<file path="src/rtl/ex_muldiv_unit.sv">
// ex_muldiv_unit
//   Iterative RV32M multiply/divide unit that sits directly behind the ID/EX
//   pipeline register. It computes MUL/MULH/MULHSU/MULHU with a 32-step
//   shift-add on operand magnitudes and DIV/DIVU/REM/REMU with a 32-step
//   restoring divider. Divide-by-zero and signed overflow finish in a
//   single cycle. While an operation is in flight, a combinational stall
//   holds the front of the pipeline. When the operation finishes, the result
//   is presented with a one-cycle done pulse.
//
//   Build option: define MULDIV_FAST_MUL_EN to compute all multiplies with
//   one 64-bit multiply in a single cycle. Results are the same in both
//   builds; only the latency changes.
//
// Ports
//   clk       rising-edge clock
//   rst       asynchronous active-high reset
//   clr       flush from the hazard unit; aborts CALC and blocks a start
//   start     ID/EX holds a valid M-extension instruction
//   func3_in  RV32M func3 (000 MUL .. 111 REMU)
//   op_a      rs1 value
//   op_b      rs2 value
//   rd_in     destination register
//   stall_out combinational stall request to the hazard unit
//   busy      registered, high while iterating
//   done      registered one-cycle result-valid pulse
//   result    registered result, held until the next done
//   rd_out    registered destination register captured at start
module ex_muldiv_unit #(
    parameter int DATA_WIDTH = 32,
    parameter int REG_WIDTH  = 5
) (
    input  logic                  clk,
    input  logic                  rst,
    input  logic                  clr,
    input  logic                  start,
    input  logic [2:0]            func3_in,
    input  logic [DATA_WIDTH-1:0] op_a,
    input  logic [DATA_WIDTH-1:0] op_b,
    input  logic [REG_WIDTH-1:0]  rd_in,
    output logic                  stall_out,
    output logic                  busy,
    output logic                  done,
    output logic [DATA_WIDTH-1:0] result,
    output logic [REG_WIDTH-1:0]  rd_out
);
    localparam int DW = DATA_WIDTH;
    localparam int CW = $clog2(DW);
    localparam logic [CW-1:0] LAST_CNT = CW'(DW - 1);
    localparam logic [DW-1:0] MIN_NEG  = {1'b1, {(DW-1){1'b0}}};

    typedef enum logic [1:0] {IDLE, CALC, DONE} state_t;

    state_t              state_q, state_d;
    logic [CW-1:0]       count_q, count_d;
    logic [2:0]          func3_q, func3_d;
    logic [2*DW-1:0]     p_q, p_d;          // {partial product | remainder, multiplier | quotient}
    logic [DW-1:0]       b_mag_q, b_mag_d;
    logic                neg_q, neg_d;      // negate product / quotient at the end
    logic                rem_neg_q, rem_neg_d;
    logic [DW-1:0]       result_q, result_d;
    logic [REG_WIDTH-1:0] rd_q, rd_d;
    logic                busy_q, busy_d;
    logic                done_q, done_d;

    // ---------------- input decode ----------------
    logic          is_div_in, a_signed_in, b_signed_in, a_neg_in, b_neg_in;
    logic [DW-1:0] a_mag_in, b_mag_in;
    logic          div_by_zero, div_ovf, special_in;
    logic [DW-1:0] special_res;

    assign is_div_in   = func3_in[2];
    // Divides: bit0 clear means signed. Multiplies: MUL/MULH/MULHSU sign op_a,
    // MUL/MULH sign op_b.
    assign a_signed_in = is_div_in ? ~func3_in[0] : (func3_in[1:0] != 2'b11);
    assign b_signed_in = is_div_in ? ~func3_in[0] : ~func3_in[1];
    assign a_neg_in    = a_signed_in & op_a[DW-1];
    assign b_neg_in    = b_signed_in & op_b[DW-1];
    assign a_mag_in    = a_neg_in ? ({DW{1'b0}} - op_a) : op_a;
    assign b_mag_in    = b_neg_in ? ({DW{1'b0}} - op_b) : op_b;

    assign div_by_zero = is_div_in & (op_b == {DW{1'b0}});
    assign div_ovf     = is_div_in & ~func3_in[0] & (op_a == MIN_NEG) & (op_b == {DW{1'b1}});
    assign special_in  = div_by_zero | div_ovf;
    // func3[1] selects remainder over quotient.
    assign special_res = div_by_zero ? (func3_in[1] ? op_a : {DW{1'b1}})
                                     : (func3_in[1] ? {DW{1'b0}} : MIN_NEG);

    // ---------------- optional single-cycle multiply ----------------
    logic          fast_hit;
    logic [DW-1:0] fast_res;
`ifdef MULDIV_FAST_MUL_EN
    logic [2*DW-1:0] a_ext, b_ext, fast_prod;
    assign a_ext     = {{DW{a_neg_in}}, op_a};
    assign b_ext     = {{DW{b_neg_in}}, op_b};
    // The low 2*DW bits of the sign/zero-extended product are exact.
    assign fast_prod = a_ext * b_ext;
    assign fast_hit  = ~is_div_in;
    assign fast_res  = (func3_in[1:0] == 2'b00) ? fast_prod[DW-1:0] : fast_prod[2*DW-1:DW];
`else
    assign fast_hit  = 1'b0;
    assign fast_res  = {DW{1'b0}};
`endif

    // ---------------- one iteration ----------------
    logic [DW:0]     mul_sum, rem_sh, div_diff;
    logic            div_ge;
    logic [2*DW-1:0] mul_step, div_step, step, prod_fix;
    logic [DW-1:0]   quo_fix, rem_fix, final_res;

    // Shift-add: add the multiplicand into the upper half when the current
    // multiplier bit is set, then shift the whole register right.
    assign mul_sum  = {1'b0, p_q[2*DW-1:DW]} + {1'b0, b_mag_q};
    assign mul_step = p_q[0] ? {mul_sum, p_q[DW-1:1]}
                             : {1'b0, p_q[2*DW-1:DW], p_q[DW-1:1]};

    // Restoring divide: shift the next dividend bit into the remainder. Then
    // subtract the divisor if it fits. Quotient bits enter at the bottom.
    assign rem_sh   = p_q[2*DW-1:DW-1];
    assign div_diff = rem_sh - {1'b0, b_mag_q};
    assign div_ge   = (rem_sh >= {1'b0, b_mag_q});
    assign div_step = div_ge ? {div_diff[DW-1:0], p_q[DW-2:0], 1'b1}
                             : {rem_sh[DW-1:0],   p_q[DW-2:0], 1'b0};

    assign step     = func3_q[2] ? div_step : mul_step;

    assign prod_fix = neg_q ? ({(2*DW){1'b0}} - step) : step;
    assign quo_fix  = neg_q ? ({DW{1'b0}} - step[DW-1:0]) : step[DW-1:0];
    assign rem_fix  = rem_neg_q ? ({DW{1'b0}} - step[2*DW-1:DW]) : step[2*DW-1:DW];
    assign final_res = func3_q[2] ? (func3_q[1] ? rem_fix : quo_fix)
                                  : ((func3_q[1:0] == 2'b00) ? prod_fix[DW-1:0]
                                                             : prod_fix[2*DW-1:DW]);

    // ---------------- next state ----------------
    always_comb begin
        state_d   = state_q;
        count_d   = count_q;
        func3_d   = func3_q;
        p_d       = p_q;
        b_mag_d   = b_mag_q;
        neg_d     = neg_q;
        rem_neg_d = rem_neg_q;
        result_d  = result_q;
        rd_d      = rd_q;
        case (state_q)
            IDLE: begin
                if (start && !clr) begin
                    func3_d   = func3_in;
                    rd_d      = rd_in;
                    count_d   = '0;
                    b_mag_d   = b_mag_in;
                    p_d       = {{DW{1'b0}}, a_mag_in};
                    neg_d     = a_neg_in ^ b_neg_in;
                    rem_neg_d = a_neg_in;
                    if (special_in) begin
                        result_d = special_res;
                        state_d  = DONE;
                    end else if (fast_hit) begin
                        result_d = fast_res;
                        state_d  = DONE;
                    end else begin
                        state_d  = CALC;
                    end
                end
            end
            CALC: begin
                if (clr) begin
                    state_d = IDLE;
                end else begin
                    p_d     = step;
                    count_d = count_q + 1'b1;
                    if (count_q == LAST_CNT) begin
                        result_d = final_res;
                        state_d  = DONE;
                    end
                end
            end
            DONE:    state_d = IDLE;
            default: state_d = IDLE;
        endcase
        busy_d = (state_d == CALC);
        done_d = (state_d == DONE);
    end

    always_ff @(posedge clk or posedge rst) begin
        if (rst) begin
            state_q   <= IDLE;
            count_q   <= '0;
            func3_q   <= '0;
            p_q       <= '0;
            b_mag_q   <= '0;
            neg_q     <= 1'b0;
            rem_neg_q <= 1'b0;
            result_q  <= '0;
            rd_q      <= '0;
            busy_q    <= 1'b0;
            done_q    <= 1'b0;
        end else begin
            state_q   <= state_d;
            count_q   <= count_d;
            func3_q   <= func3_d;
            p_q       <= p_d;
            b_mag_q   <= b_mag_d;
            neg_q     <= neg_d;
            rem_neg_q <= rem_neg_d;
            result_q  <= result_d;
            rd_q      <= rd_d;
            busy_q    <= busy_d;
            done_q    <= done_d;
        end
    end

    assign stall_out = ((state_q == IDLE) & start & ~clr) | ((state_q == CALC) & ~clr);
    assign busy      = busy_q;
    assign done      = done_q;
    assign result    = result_q;
    assign rd_out    = rd_q;
endmodule

</file>
<file path="config.mk">
export PLATFORM = sky130hd
export DESIGN_NAME = ex_muldiv_unit
export DESIGN_NICKNAME = d
export VERILOG_FILES = /design/src/rtl/ex_muldiv_unit.sv
export SDC_FILE = /design/constraint.sdc
export NUM_CORES = 1
export LEC_CHECK = 0
export BUFFER_PORTS_ARGS = -buffer_cell sky130_fd_sc_hd__buf_2
export CORE_UTILIZATION = 44
export DETAILED_ROUTE_END_ITERATION = 12
export PLACE_DENSITY_LB_ADDON = 0.2
export SYNTH_ARGS = -nofsm -noshare
export SYNTH_HDL_FRONTEND = slang
export SYNTH_SLANG_ARGS = --single-unit
export TNS_END_PERCENT = 10
</file>
<file path="constraint.sdc">
create_clock -name clk -period 6.53 [get_ports clk]
set_input_delay 1.306 -clock clk [delete_from_list [all_inputs] [get_ports clk]]
set_output_delay 1.306 -clock clk [all_outputs]
set_load 0.02 [all_outputs]
</file>
==> After elaboration in Yosys (flattened, before gate mapping) <==
Index checks and enable logic that the tools add are counted.
W data, S select, Z words.
{ "classes": {"add_sub_neg": 8, "n_lt_le_gt_ge": 1, "n_eq_ne": 11, "muxes": 32, "bitwise": 15, "reduce_logical": 9} }
{ "op_table": {"columns": ["operator", "n"], "rows": [
  ["$mux W32", 14],
  ["$mux W64", 6],
  ["$pmux W64 S2", 1],
  ["$sub A1 B32 Y32 const A", 4],
  ["$eq A32 B32 Y1 const B", 2],
  ["$pmux W32 S2", 1],
  ["$sub A1 B64 Y64 const A", 1],
  ["$add A32 B32 Y33", 1],
  ["$ge A33 B32 Y1", 1],
  ["$logic_not A32 Y1", 1],
  ["$sub A32 B32 Y32", 1],
  ["$mux W5", 2],
  ["$ne A2 B2 Y1 const B", 5],
  ["$pmux W5 S2", 1],
  ["$and A1 B1 Y1", 9],
  ["$mux W2", 4],
  ["$add A5 B1 Y5 const B", 1],
  ["$eq A5 B5 Y1 const B", 1],
  ["$reduce_and A5 Y1", 1],
  ["$eq A2 B1 Y1 const B", 2],
  ["$logic_not A2 Y1", 2],
  ["$pmux W2 S2", 1],
  ["$not A1 Y1", 3],
  ["$reduce_and A3 Y1", 1],
  ["8 further kinds", 10]
]} }
{ "totals": {"ff_bits": 147, "input_bits": 76, "wordCells": 87} }

==> Depth between registers and ports, before layout <==
Gate-level depths: netlist of the first run.
{ "depth": {"depth_word": 10, "depth_mapped": 25, "mapped_depth_nobuf": 20} }

==> Worst setup path after synthesis of the first run <==
OpenSTA, ideal clock, no wires.
{ "synth_timing": {"path_type": "register -> register", "start": "register p_q[37]", "end": "register result_q[12] (netlist: result[12])", "setup_time_ns": 0.065, "arrival_ns": 4.603, "required_ns": 6.465, "slack_ns": 1.861, "path_stages_with_launch": 21, "n_path_buf": 4, "period_less_slack_ns": 4.669, "path_cell_list": "dfrtp_1 -> ha_1 -> buf_6 -> a21o_1 -> a31o_1 -> a221oi_4 -> a21o_1 -> buf_2 -> buf_2 -> a31o_2 -> ha_1 -> o21ai_0 -> or3_1 -> nor2_1 -> nand2_1 -> nor2_1 -> clkbuf_1 -> a31oi_1 -> xnor2_1 -> a2111oi_0 -> o22a_1"} }
{ "synth_between": {"elab_chain_len": 10} }
{ "synth_rtl": {"columns": ["element", "line", "text"], "rows": [
  ["start, declared", "56", "logic [2*DW-1:0] p_q, p_d;"],
  ["start signal, assigned", "201", "p_q <= p_d;"],
  ["$add A32 B32 Y33 (tied with other cells)", "112", "assign mul_sum = {1'b0, p_q[2*DW-1:DW]} + {1'b0, b_mag_q};"],
  ["$mux W64, on equally long branches", "113, 121", null],
  ["$mux W64 *", "124", "assign step = func3_q[2] ? div_step : mul_step;"],
  ["$sub A1 B64 Y64 (tied with other cells)", "126", "assign prod_fix = neg_q ? ({(2*DW){1'b0}} - step) : step;"],
  ["$mux W64 (tied with other cells)", "126", null],
  ["$mux W32, on equally long branches", "130, 129", null],
  ["$mux W32 *", "129", "assign final_res = func3_q[2] ? (func3_q[1] ? rem_fix : quo_fix)"],
  ["$mux W32 *", "171", "if (count_q == LAST_CNT) begin"],
  ["$mux W32 *", "166", "if (clr) begin"],
  ["$pmux W32 S2 *", "144", "case (state_q)"],
  ["end signal, assigned", "205", "result_q <= result_d;"],
  ["end, declared", "60", "logic [DW-1:0] result_q, result_d;"]
]} }
Mark *: on every way between the ends. The rest lies on a longest branch, timed or not. The select of a mux whose other input is x is not followed.
A chain may end at the register's enable or synchronous reset.

==> Worst setup path after layout of the first run <==
{ "layout_timing": {"start": "register p_q[38]", "end": "register result_q[31] (netlist: result[31])"} }
The elaborated chain is that of the path after synthesis.

==> impl.org, run 1 <==
** Run status
- Outcome :: finished clean

** Min path
- Hold WC Path Type :: reg2reg

** Placed design
- Count of input and output buffers :: approximately 120
- Placer Congestion :: 1.03
- At the placement stage, the worst setup path has a slack of just under 1 ns.
- Half-perimeter wire length after detailed placement :: roughly 50000 um

** Final layout
- Leaving out fill and tap cells, the most frequent cells in the layout are 273 x sky130_fd_sc_hd__nand2_1, 231 x sky130_fd_sc_hd__o21ai_0, 201 x sky130_fd_sc_hd__a21oi_1.
- Layout cells sized above 1 :: 0.114
- At the end of the flow, the number of nets in the layout was roughly 2300.
- From synthesis to final layout, the design area changed by 9.97%.
- The number of antenna diodes in the final layout is 0.
- Most common library cell in the layout ignoring fill and taps :: sky130_fd_sc_hd__nand2_1

** Timing
- Static timing analysis puts the maximum clock frequency at ~170 MHz.
- Normalized max-slew margin :: 0.226
- The final number of hold-violating endpoints was 0.
- The worst path meets setup with 0.807 ns of slack.
- After layout, the minimum clock period comes to about 5.7 ns.
- After routing, the total negative slack on setup checks comes to 0 ns.
- Dividing the final minimum period by the clock period gives 0.876.
- The clock arrives with 0.0157 ns of skew.
- At the pin with the least slew margin, the transition time is 1.16 ns.
- Unrepaired setup endpoints after global routing :: no
- Fin. max-slew vios :: 0
- Setup violation total in the final timing report :: 0

** Synth
- Synthesis inferred 147 register bits.
- Summing every instance area after synthesis gives approximately 16000 um2.
- Seq/Total Area, Yosys :: 0.231
- Dividing the synthesized area by the synthesized cell count gives between 7 and 8 um2.
- EDFF count, synth :: 0
- In the synthesized netlist the async set-or-reset flop fraction comes to 1.00.
- The netlist uses between 90 and 100 different library cells.
- Cell count after synthesis :: 2159
- Main flop type after synthesis :: sky130_fd_sc_hd__dfrtp_1
- The number of nets in the synthesized netlist is ~2300.
- Number of synthesis warnings :: 0

** Global route
- The number of global-route vias before repair came to about 16000.
- Global-route usage over all layers :: 0.360
- The number of antenna violations at the first check in global routing came to 4.
- The first global-routing pass estimated roughly 100000 um of wire.
- Largest net degree at the start of global routing :: roughly 100
- Sum of overflow across all layers after global routing :: 0

** Power
- The analysis attributes to cell leakage a power of about 7.3 nW.
- Worst ir drop on vdd :: ~0.3 mV
- Power density cells :: slightly below 500 nW/um2

** Setup path
- STA classifies the critical path endpoint as a register.
- The worst setup path is launched from a register.
- Critical path peak fanout :: 8
- Tracing the worst setup path back leads to its startpoint at p_q[38].
- Top Family by Delay on Critical Path :: compound AO/OA/AOI/OAI gates
- Arrival time reported for the critical path endpoint :: 6.08 ns
- Cell depth of the worst setup path :: 14
- Counting stages on the worst path, the most repeated cell is sky130_fd_sc_hd__o21ai_0.
- The worst register-to-register path has a depth of 14.
- End of the worst register-to-register path :: result[31]
- Buf/Inv on CP :: 0
- The critical path is of the reg2reg type.
- Standard cell with the maximum stage delay on the critical path :: sky130_fd_sc_hd__a2111oi_0
- The worst register-to-register path has a setup slack of 0.81 ns.
- Walking the worst path, the cells encountered are ha_1, nand4_1, a21oi_1, o211ai_1, a2111oi_0, o21ai_0, xor2_1, o21ai_0, o211a_1, or4_4, or4_1, mux2i_1, a211o_1, a221o_1.
- STA puts the critical path data required time at between 6 and 7 ns.
- Reg-to-reg critical path startpoint :: p_q[38]
- The largest single stage delay on the critical path is 1.05 ns.
- Worst setup path end :: result[31]

** Die
- From left edge to right edge, the die measures 192 um.
- Area enclosed by the die boundary :: roughly 37000 um2
- After floorplanning, the core was divided into 69 placement rows.
- For this configuration, the core starts out at a cell density of 0.447.
- Die boundary height :: 192 um
- The total area inside the core boundary comes to 35600 um2.
- around 120 I/O pins were placed.

** Route
- Drt via density :: about 6.7
- The final route contains 17900 vias.
- In this run the remaining antenna-violating nets after routing total 0.
- Routed WL :: 66300 um
- The first detailed-routing pass ran for 5 iterations.
- First DRT Iteration DRCs :: ~2100
- Routed WL per cell :: between 20 and 25 um
- After detailed routing, the number of remaining DRC violations is 0.

** Clock tree
- Post-CTS repair changed the size of 0 cells.
- The longest clock path from root to sink contains 2 buffers.
- Maximum level of the CTS H-tree :: 4
- Clock-pin slew was measured on the worst setup and hold paths at 0.07 ns.
- For the worst-skew pair, the clock arrives at the later sink with an insertion delay of approximately 0.47 ns.
- TritonCTS clock tree :: built
- Setup Buffers After CTS :: 0
- Number of buffers created by CTS :: 17
- The tree built by TritonCTS fans out to ~150 sinks.
- Total of hold buffers inserted after clock tree synthesis :: 0
- The tree is rooted in a sky130_fd_sc_hd__clkbuf_16.

** Run
- Across the run, the number of max-cap violations was 0.
-- state kept, by name, indices dropped and copies added, names as in the netlist --
name and cells:
count_q 5, result 32, rd_out 5, busy 1
p_q 64, neg_q 1, rem_neg_q 1, func3_q 3
b_mag_q 32, state_q 2, done 1
-- layout make-up --
| cell class | instances | area, um2 |
|---|---|---|
| Sequential cell | 147 | 3680 |
| Timing Repair Buffer | 159 | 918 |
| Tap cell | 461 | 577 |
| Multi-Input combinational cell | 1800 | 11400 |
| Fill cell | 3554 | 18100 |
| Clock inverter | 14 | 203 |
| Inverter | 70 | 268 |
| Clock buffer | 18 | 429 |
-- metrics by stage --
step	utilization	cells	total power (W)	hold WS (ns)	instance area, um2
2_1_floorplan	-	2159	0.00552	0.467	15900
3_3_place_gp	0.474	2637	0.00728	0.455	16900
3_5_place_dp	0.474	2637	0.00732	0.462	16900
4_1_cts	0.492	2669	0.00847	0.479	17500
5_1_grt	0.492	2669	0.00917	0.495	17500
6_report	0.492	2669	0.00868	0.472	17500
-- kinds of logic after synthesis --
logic type | share of synthesized area
xor+xnor | 0.0832
simple gates | 0.222
flops | 0.231
fa+ha+maj | 0.0584
buf+inv | 0.0535
compound gates | 0.319
mux | 0.0328
-- tightest hold or removal path, cell delays in order (launching register included) --
cell and delay (ns):
sky130_fd_sc_hd__dfrtp_1 0.34, sky130_fd_sc_hd__nand2_1 0.05, sky130_fd_sc_hd__nand2_1 0.05
-- power by group --
part	total, W	switching, W	leakage (nW)	internal (W)
Clock	0.00112	0.000477	0.305	0.000645
Sequential	0.00147	0.000348	1.92	0.00112
Combinational	0.00609	0.00396	5.07	0.00213
-- cell usage after synthesis (6+ instances only) --
| cell | count | area share |
|---|---|---|
| sky130_fd_sc_hd__a2111oi_0 | 6 | 0.0033 |
| sky130_fd_sc_hd__a211o_1 | 8 | 0.0044 |
| sky130_fd_sc_hd__a211oi_1 | 26 | 0.012 |
| sky130_fd_sc_hd__a21o_1 | 29 | 0.014 |
| sky130_fd_sc_hd__a21oi_1 | 201 | 0.063 |
| sky130_fd_sc_hd__a221oi_1 | 10 | 0.0055 |
| sky130_fd_sc_hd__a22o_1 | 24 | 0.013 |
| sky130_fd_sc_hd__a311oi_1 | 8 | 0.0044 |
| sky130_fd_sc_hd__a31oi_1 | 33 | 0.013 |
| sky130_fd_sc_hd__and2_1 | 12 | 0.0047 |
| sky130_fd_sc_hd__and3_1 | 18 | 0.0071 |
| sky130_fd_sc_hd__and4_1 | 9 | 0.0050 |
| sky130_fd_sc_hd__buf_1 | 11 | 0.0026 |
| sky130_fd_sc_hd__buf_2 | 20 | 0.0063 |
| sky130_fd_sc_hd__clkbuf_1 | 106 | 0.025 |
| sky130_fd_sc_hd__dfrtp_1 | 147 | 0.23 |
| sky130_fd_sc_hd__ha_1 | 71 | 0.056 |
| sky130_fd_sc_hd__inv_1 | 69 | 0.016 |
| sky130_fd_sc_hd__mux2_2 | 17 | 0.012 |
| sky130_fd_sc_hd__mux2i_1 | 33 | 0.021 |
| sky130_fd_sc_hd__nand2_1 | 273 | 0.064 |
| sky130_fd_sc_hd__nand2b_1 | 16 | 0.0063 |
| sky130_fd_sc_hd__nand3_1 | 48 | 0.015 |
| sky130_fd_sc_hd__nand4_1 | 31 | 0.012 |
| sky130_fd_sc_hd__nor2_1 | 168 | 0.040 |
| sky130_fd_sc_hd__nor2b_1 | 17 | 0.0067 |
| sky130_fd_sc_hd__nor3_1 | 60 | 0.019 |
| sky130_fd_sc_hd__nor4_1 | 20 | 0.0079 |
| sky130_fd_sc_hd__nor4b_1 | 6 | 0.0033 |
| sky130_fd_sc_hd__o211ai_1 | 27 | 0.013 |
| sky130_fd_sc_hd__o21a_1 | 19 | 0.0090 |
| sky130_fd_sc_hd__o21ai_0 | 231 | 0.073 |
| sky130_fd_sc_hd__o221ai_1 | 14 | 0.0077 |
| sky130_fd_sc_hd__o22ai_1 | 12 | 0.0047 |
| sky130_fd_sc_hd__o31a_1 | 9 | 0.0050 |
| sky130_fd_sc_hd__o31ai_1 | 36 | 0.017 |
| sky130_fd_sc_hd__o32a_1 | 6 | 0.0038 |
| sky130_fd_sc_hd__o41ai_1 | 10 | 0.0055 |
| sky130_fd_sc_hd__or3_1 | 22 | 0.0087 |
| sky130_fd_sc_hd__or4_1 | 8 | 0.0038 |
| sky130_fd_sc_hd__xnor2_1 | 85 | 0.047 |
| sky130_fd_sc_hd__xor2_1 | 66 | 0.036 |
-- routing by layer --
metal	vias to the layer above	wire (um)	GRT usage
met1	8532	28000	0.504
met3	182	7480	0.0943
met4	6	2570	0.143
li1	8068	-	-
met5	-	144	0.0247
met2	1105	28100	0.518
-- how the worst min path moves through the flow --
stage               startpoint    endpoint  cells after the start
global route         result[9]   result[9]                      2
detailed placement   result[9]   result[9]                      2
finish              result[16]  result[16]                      2
floorplan              p_q[22]     p_q[22]                      2
CTS                  result[9]   result[9]                      2
global placement     result[9]   result[9]                      2
(Power assumes the default switching activity.)
==> run 2: changes to the inputs <==
--- a/config.mk
+++ b/config.mk
@@ -8,6 +8,7 @@
 export BUFFER_PORTS_ARGS = -buffer_cell sky130_fd_sc_hd__buf_2
 export CORE_UTILIZATION = 44
 export DETAILED_ROUTE_END_ITERATION = 12
+export MAX_ROUTING_LAYER = met4
 export PLACE_DENSITY_LB_ADDON = 0.2
 export SYNTH_ARGS = -nofsm -noshare
 export SYNTH_HDL_FRONTEND = slang
==> run 2 against run 1 <==
  * Maximum frequency decreased by 3.3%
  * First-iteration DRC count increased by 13%
  * Power decreased by 1.3%
  * Critical path depth unchanged
  * Largest power group unchanged
  * Highest routed layer is now met4
==> impl.org, run 2 (same netlist as run 1, synthesis figures left out) <==
** Global route
- In this run the most used layer during global routing was met2.
- The number of global-route vias before repair came to between 15000 and 20000.
- Grt met1 use :: 0.521
- For met2 alone, demand over resource in global routing was 0.529.
- The first global-routing pass estimated approximately 100000 um of wire.
- For this run the aggregate overflow at the end of global routing stands at 0.
- Antenna violations before repair :: 1
- Met3 global-route usage :: 0.0809
- Global-route usage over all layers :: 0.375
- Largest net degree at the start of global routing :: 95

** Die
- The die is 192 um tall.
- Initial core utilization :: 0.447
- The floorplan step set the die width to around 190 um.
- In this run the core area contains 69 standard-cell rows.
- around 120 I/O pins were placed.
- The die covers roughly 37000 um2.
- The region available for standard cell placement spans between 30000 and 40000 um2.

** Clock tree
- No sink is reached through more buffers than the 2 on the longest clock path.
- In this run the post-CTS setup repair buffer count came out at 0.
- Total of hold buffers inserted after clock tree synthesis :: 0
- Clock transition at the registers of the reported paths :: ~0.07 ns
- TritonCTS built the clock tree.
- Maximum level of the CTS H-tree :: 4
- Number of instances resized during post-cts repair :: 0
- Clock tree synthesis found a total of 147 sinks.
- Number of buffers created by CTS :: 17
- Insertion delay of the later-clocked pin in the worst-skew pair :: 0.47 ns
- CTS Root Cell :: sky130_fd_sc_hd__clkbuf_16

** Setup path
- Data required, critical path :: about 7 ns
- STA classifies the critical path startpoint as a register.
- Critical path peak fanout :: 8
- The worst setup path is captured at a register.
- Arrival time reported for the critical path endpoint :: between 6 and 7 ns
- The worst setup path is of the reg2reg kind.

** Placed design
- In this run the tool buffered the top-level ports with ~120 buffer cells.
- The number of placed instances, taps included, is 2638.
- Half-perimeter wire length after detailed placement :: about 51000 um
- Placer Congestion :: roughly 1.0
- Summing all placed instances gives a cell area of 16800 um2.

** Timing
- Layout Skew :: around 0.013 ns
- The final number of max-transition violations came to 0.
- At the pin with the least slew margin, the transition time is between 1 and 1.5 ns.
- Normalized max-slew margin :: 0.0908
- Share of the cycle needed by the critical path after routing :: 0.906
- Final count of hold timing violations :: 0
- Setup TNS :: 0 ns
- Unrepaired setup endpoints after global routing :: no
- FMAX :: between 150 and 200 MHz
- Clock period minus final worst setup slack :: approximately 5.9 ns
- The tightest hold path in the finished design has a slack of between 0.4 and 0.5 ns.
- Setup violation total in the final timing report :: 0

** Route
- After detailed routing, the total wire length is about 67000 um.
- For this block, the initial DRC count from the detailed router was approximately 2400.
- Iteration count of the initial detailed-routing pass :: 7
- After detailed routing, the number of vias per cell comes to 6.69.
- Via count :: between 15000 and 20000
- Routed WL per cell :: 25.1 um
- For this run, design rule violations remaining after detail routing come to 0.
- Residual antenna-violating net count after detailed routing :: 0

** Final layout
- The register with the most flip-flops in the layout has 64 of them.
- In the final design database the tool counted around 2300 nets.
- Area delta synth->final :: 9.44%
- Leaving out fill and tap cells, the most frequent cells in the layout are 273 x sky130_fd_sc_hd__nand2_1, 231 x sky130_fd_sc_hd__o21ai_0, 201 x sky130_fd_sc_hd__a21oi_1.
- Once layout is done, the placed cells without fillers occupy approximately 17000 um2.
- Post-route non-filler standard cell count :: 2671
- Most flops, register :: p_q
- Most common library cell in the layout ignoring fill and taps :: sky130_fd_sc_hd__nand2_1
- Of the cells placed in the final design, the portion with a size suffix greater than 1 is 0.115.

** Power
- The design draws 0.00856 W.
- For this design the ratio of total power to cell area is around 500 nW/um2.
- Leakage dissipation :: around 7.2 nW
- IR analysis of the VDD net gives a maximum drop of ~0.29 mV.

** Min path
- The worst hold path belongs to the class reg2reg.

** Run
- Across the run, the number of max-cap violations was 0.

** Run status
- Outcome :: finished clean
==> run 2: cell count changes in the layout (fill, tap and decap cells not counted) <==
cell / before / now
sky130_fd_sc_hd__clkbuf_1: 1 / 0
sky130_fd_sc_hd__bufinv_16: 4 / 0
sky130_fd_sc_hd__clkinvlp_4: 1 / 5
sky130_fd_sc_hd__clkinv_2: 1 / 0
sky130_fd_sc_hd__buf_12: 1 / 0
sky130_fd_sc_hd__buf_4: 43 / 45
sky130_fd_sc_hd__inv_6: 4 / 6
sky130_fd_sc_hd__diode_2: 0 / 1
==> run 2: stage by stage <==
stage          setup slack, ns  utilization
2_1_floorplan             1.27            -
3_3_place_gp             0.872        0.474
3_5_place_dp             0.833        0.474
4_1_cts                  0.805        0.489
5_1_grt                  0.427        0.489
6_report                 0.614        0.489
==> run 2: area by class of cell <==
type,count,area [um2]
clock inverter,15,125
fill,3604,18200
multi-input combinational,1800,11400
inverter,70,268
clock buffer,17,425
sequential,147,3680
timing repair buffer,160,913
tap,461,577
antenna,1,2.50
==> run 2: report_power, final <==
part / total (W) / internal [W] / switching [W]
Clock: 0.000976 / 0.000494 / 0.000483
Sequential: 0.00146 / 0.00112 / 0.000339
Combinational: 0.00613 / 0.00213 / 0.00400
Total: 0.00856 / 0.00374 / 0.00482
==> run 2: critical path: stages (launching register included) <==
cell and delay [ns]:
sky130_fd_sc_hd__dfrtp_1 0.47, sky130_fd_sc_hd__ha_1 0.51, sky130_fd_sc_hd__nand2_1 0.14, sky130_fd_sc_hd__o21ai_0 0.31, sky130_fd_sc_hd__o211ai_1 0.28, sky130_fd_sc_hd__a2111oi_0 1.21, sky130_fd_sc_hd__o21ai_0 0.44, sky130_fd_sc_hd__xor2_1 0.27
sky130_fd_sc_hd__o21ai_0 0.10, sky130_fd_sc_hd__o211a_1 0.27, sky130_fd_sc_hd__or4_4 0.59, sky130_fd_sc_hd__or4_1 0.44, sky130_fd_sc_hd__mux2i_1 0.14, sky130_fd_sc_hd__a211o_1 0.31, sky130_fd_sc_hd__a221o_1 0.31
==> run 2: final timing paths <==
check	startpoint	cells after the start	to	slack, ns
max	p_q[38]	14	result[31]	0.61
min	rd_out[1]	2	rd_out[1]	0.48
max reg2reg	p_q[38]	14	result[31]	0.61
min reg2reg	rd_out[1]	2	rd_out[1]	0.48
max in group asynchronous	rst	3	result[21]	4.01
min in group asynchronous	rst	2	b_mag_q[22]	1.02
==> run 2: routing by layer <==
metal  routed length [um]  share of wire
met5                    0              0
met4                 2460          0.037
met3                 7320           0.11
met2                28100           0.42
met1                29100           0.43
==> run 3: changes to the inputs <==
--- a/config.mk
+++ b/config.mk
@@ -6,6 +6,7 @@
 export NUM_CORES = 1
 export LEC_CHECK = 0
 export BUFFER_PORTS_ARGS = -buffer_cell sky130_fd_sc_hd__buf_2
+export CORE_MARGIN = 2
 export CORE_UTILIZATION = 44
 export DETAILED_ROUTE_END_ITERATION = 12
 export MAX_ROUTING_LAYER = met4
==> constraint.sdc (replaced) <==
create_clock -name clk -period 6.85 [get_ports clk]
set_input_delay 1.37 -clock clk [delete_from_list [all_inputs] [get_ports clk]]
set_output_delay 1.37 -clock clk [all_outputs]
set_load 0.02 [all_outputs]
==> run 3 against run 2 <==
  * Hold slack worse by 0.0074 ns
  * Design area rose by 0.34%
  * Register-to-register slack improved by 0.49 ns
  * Via count decreased by 0.19%
  * Worst setup slack better by 0.49 ns
  * Non-clock buffer count is 1 higher
  * Wire length rose by 4.0%
  * Critical path type unchanged
  * Largest cell class unchanged
  * Largest power group unchanged
==> impl.org, run 3 (same netlist as run 1, synthesis figures left out) <==
** Run status
- The run finished with clean final reports.

** Placed design
- Half-perimeter wire length after detailed placement :: roughly 53000 um
- Count of input and output buffers :: between 100 and 150
- Routability-driven placement finished with a final weighted congestion of roughly 1.0.

** Timing
- Final count of hold timing violations :: 0
- Static timing analysis puts the maximum clock frequency at 174 MHz.
- Unrepaired setup endpoints after global routing :: no
- The final number of max-transition violations was 0.
- At the pin with the least slew margin, the transition time is 1.14 ns.
- Setup violations remaining at the end of the flow were counted as 0.
- Headroom to the max-slew limit came out at 0.243.
- Setup TNS :: 0 ns
- Share of the cycle needed by the critical path after routing :: 0.839
- Layout Skew :: 0.0153 ns
- The worst path in the final design needs a cycle of ~5.7 ns, including I/O delays and setup.

** Final layout
- Commonest cells after routing, fill and taps aside :: 273 x sky130_fd_sc_hd__nand2_1, 231 x sky130_fd_sc_hd__o21ai_0, 201 x sky130_fd_sc_hd__a21oi_1
- Flip-flop count of the largest register, all copies and words added :: 64
- Layout Utilization :: 0.491
- Most common library cell in the layout ignoring fill and taps :: sky130_fd_sc_hd__nand2_1
- Area delta synth->final :: 9.81%
- Most flops, register :: p_q
- The final layout contains between 2000 and 2500 nets.
- Layout cells sized above 1 :: 0.114

** Power
- Power density cells :: 477 nW/um2
- Design Power :: ~0.0083 W
- Leakage dissipation :: 7.29 nW
- VDD sags by at most approximately 0.26 mV.

** Route
- In the final routing, the length of wire on met1 measures between 30000 and 40000 um.
- Routed WL :: 69700 um
- The detail route stage leaves a number of antenna-violating nets equal to 0.
- In the routed design, unresolved DRC markers number 0.
- The first detailed-routing pass took 5 iterations.
- Routed signal wires occupy layers up through met4.
- Routed WL per cell :: roughly 26 um
- The routed layout has 17800 vias.
- In the detailed route, the total length drawn on met2 is 29200 um.
- First DRT Iteration DRCs :: 2233
- Length of routed met3 wiring :: around 7400 um
- Dividing the detail-routed via count by the number of cells gives between 6 and 7.

** Global route
- Antenna violations before repair :: 3
- The number of global-route vias before repair came to between 15000 and 20000.
- Largest net degree at the start of global routing :: between 90 and 100
- The first global-routing pass estimated 105000 um of wire.
- Global-route usage over all layers :: 0.373
- The total overflow left after global routing is 0.

** Setup path
- Arrival time reported for the critical path endpoint :: ~6 ns
- For the worst setup path, the data required time is just over 7 ns.
- Together, buffers and inverters on the worst path number 1.
- Critical path peak fanout :: 9
- Among cell families on the critical path, the largest total delay comes from compound AO/OA/AOI/OAI gates.
- By instance count, the cell type seen most on the critical path is sky130_fd_sc_hd__a211o_1.
- On the worst path, the slowest cell contributes a delay of 0.79 ns.
- The worst setup path is launched from a register.
- For this design, the slowest cell found on the critical path is sky130_fd_sc_hd__a2111oi_0.
- The critical path in this run is classified as reg2reg.
- Walking the worst path, the cells encountered are ha_1, inv_1, fa_1, nor2b_1, o2111ai_1, a211o_1, nand4_1, o211ai_1, a2111oi_0, o221ai_2, and4bb_1, nand3_4, or4_1, mux2i_1, a211o_1, a221o_1.
- Endpoint type of the worst setup path :: register

** Clock tree
- Post-CTS repair changed the size of 0 cells.
- CTS saw 147 sinks.
- The clock reaches the later pin of the worst-skew pair after between 0.4 and 0.5 ns.
- Clock transition at the registers of the reported paths :: approximately 0.07 ns
- The number of hold buffers added after CTS was 0.
- Clock buffer depth :: 2
- Once the clock tree was built, the setup fixing pass inserted 0 buffers.
- Buffers inserted during clock tree synthesis total 17.
- TritonCTS clock tree :: built
- CTS Root Cell :: sky130_fd_sc_hd__clkbuf_16
- CTS built an H-tree with a depth of 4.

** Die
- For this design the top-level I/O count stands at 116.
- Initial core utilization :: 0.447
- Number of standard-cell rows in the floorplan :: 69
- The die is between 150 and 200 um wide.
- In this run the vertical extent of the chip is ~190 um.
- Area enclosed by the die boundary :: 37700 um2
- The core region is between 30000 and 40000 um2.

** Min path
- Hold WC Path Type :: reg2reg

** Run
- Number of max-capacitance violations reported :: 0
[run 3: per-stage QoR]
stage	setup WS, ns	hold slack, ns	instance area, um2	instances
after floorplan	1.53	0.467	15900	2159
after global placement	1.24	0.456	16900	2639
after detailed placement	1.22	0.458	16900	2639
after CTS	1.22	0.474	17500	2671
after global routing	0.857	0.499	17500	2672
final	1.10	0.471	17500	2672
[run 3: path summary, 6_finish.rpt]
kind | from | endpoint | slack, ns | depth (start not counted)
setup / recovery | p_q[32] | result[31] | 1.10 | 16
hold / removal | rd_out[2] | rd_out[2] | 0.47 | 2
setup reg to reg | p_q[32] | result[31] | 1.10 | 16
hold reg to reg | rd_out[2] | rd_out[2] | 0.47 | 2
max in group asynchronous | rst | p_q[32] | 4.37 | 3
min in group asynchronous | rst | b_mag_q[7] | 1.08 | 2
[run 3: where the power goes]
| part | switching [W] | total (W) | leakage, nW | internal [W] |
|---|---|---|---|---|
| combinational | 0.00388 | 0.00589 | 5.08 | 0.00201 |
| sequential | 0.000341 | 0.00141 | 1.92 | 0.00107 |
| clock | 0.000433 | 0.00102 | 0.298 | 0.000590 |
[run 3: final cells by class]
type	count	area [um2]
inverters	70	268
clock buffers	22	464
diodes	1	2.50
flip-flops and latches	147	3680
repair buffers	161	921
well taps	461	577
multi-input cells	1800	11400
fillers	3539	18100
clock inverters	10	133
[run 3: worst min-delay path, cell delays in order, from the launching register on]
cell                      delay, ns
sky130_fd_sc_hd__dfrtp_1       0.34
sky130_fd_sc_hd__nand2_1       0.05
sky130_fd_sc_hd__nand2_1       0.05
[run 3: layer usage]
metal  track usage  up-vias
met1         0.527     8614
met2         0.531     1029
met3        0.0821      124
met5             -        -
met4         0.111        0
li1              -     8072
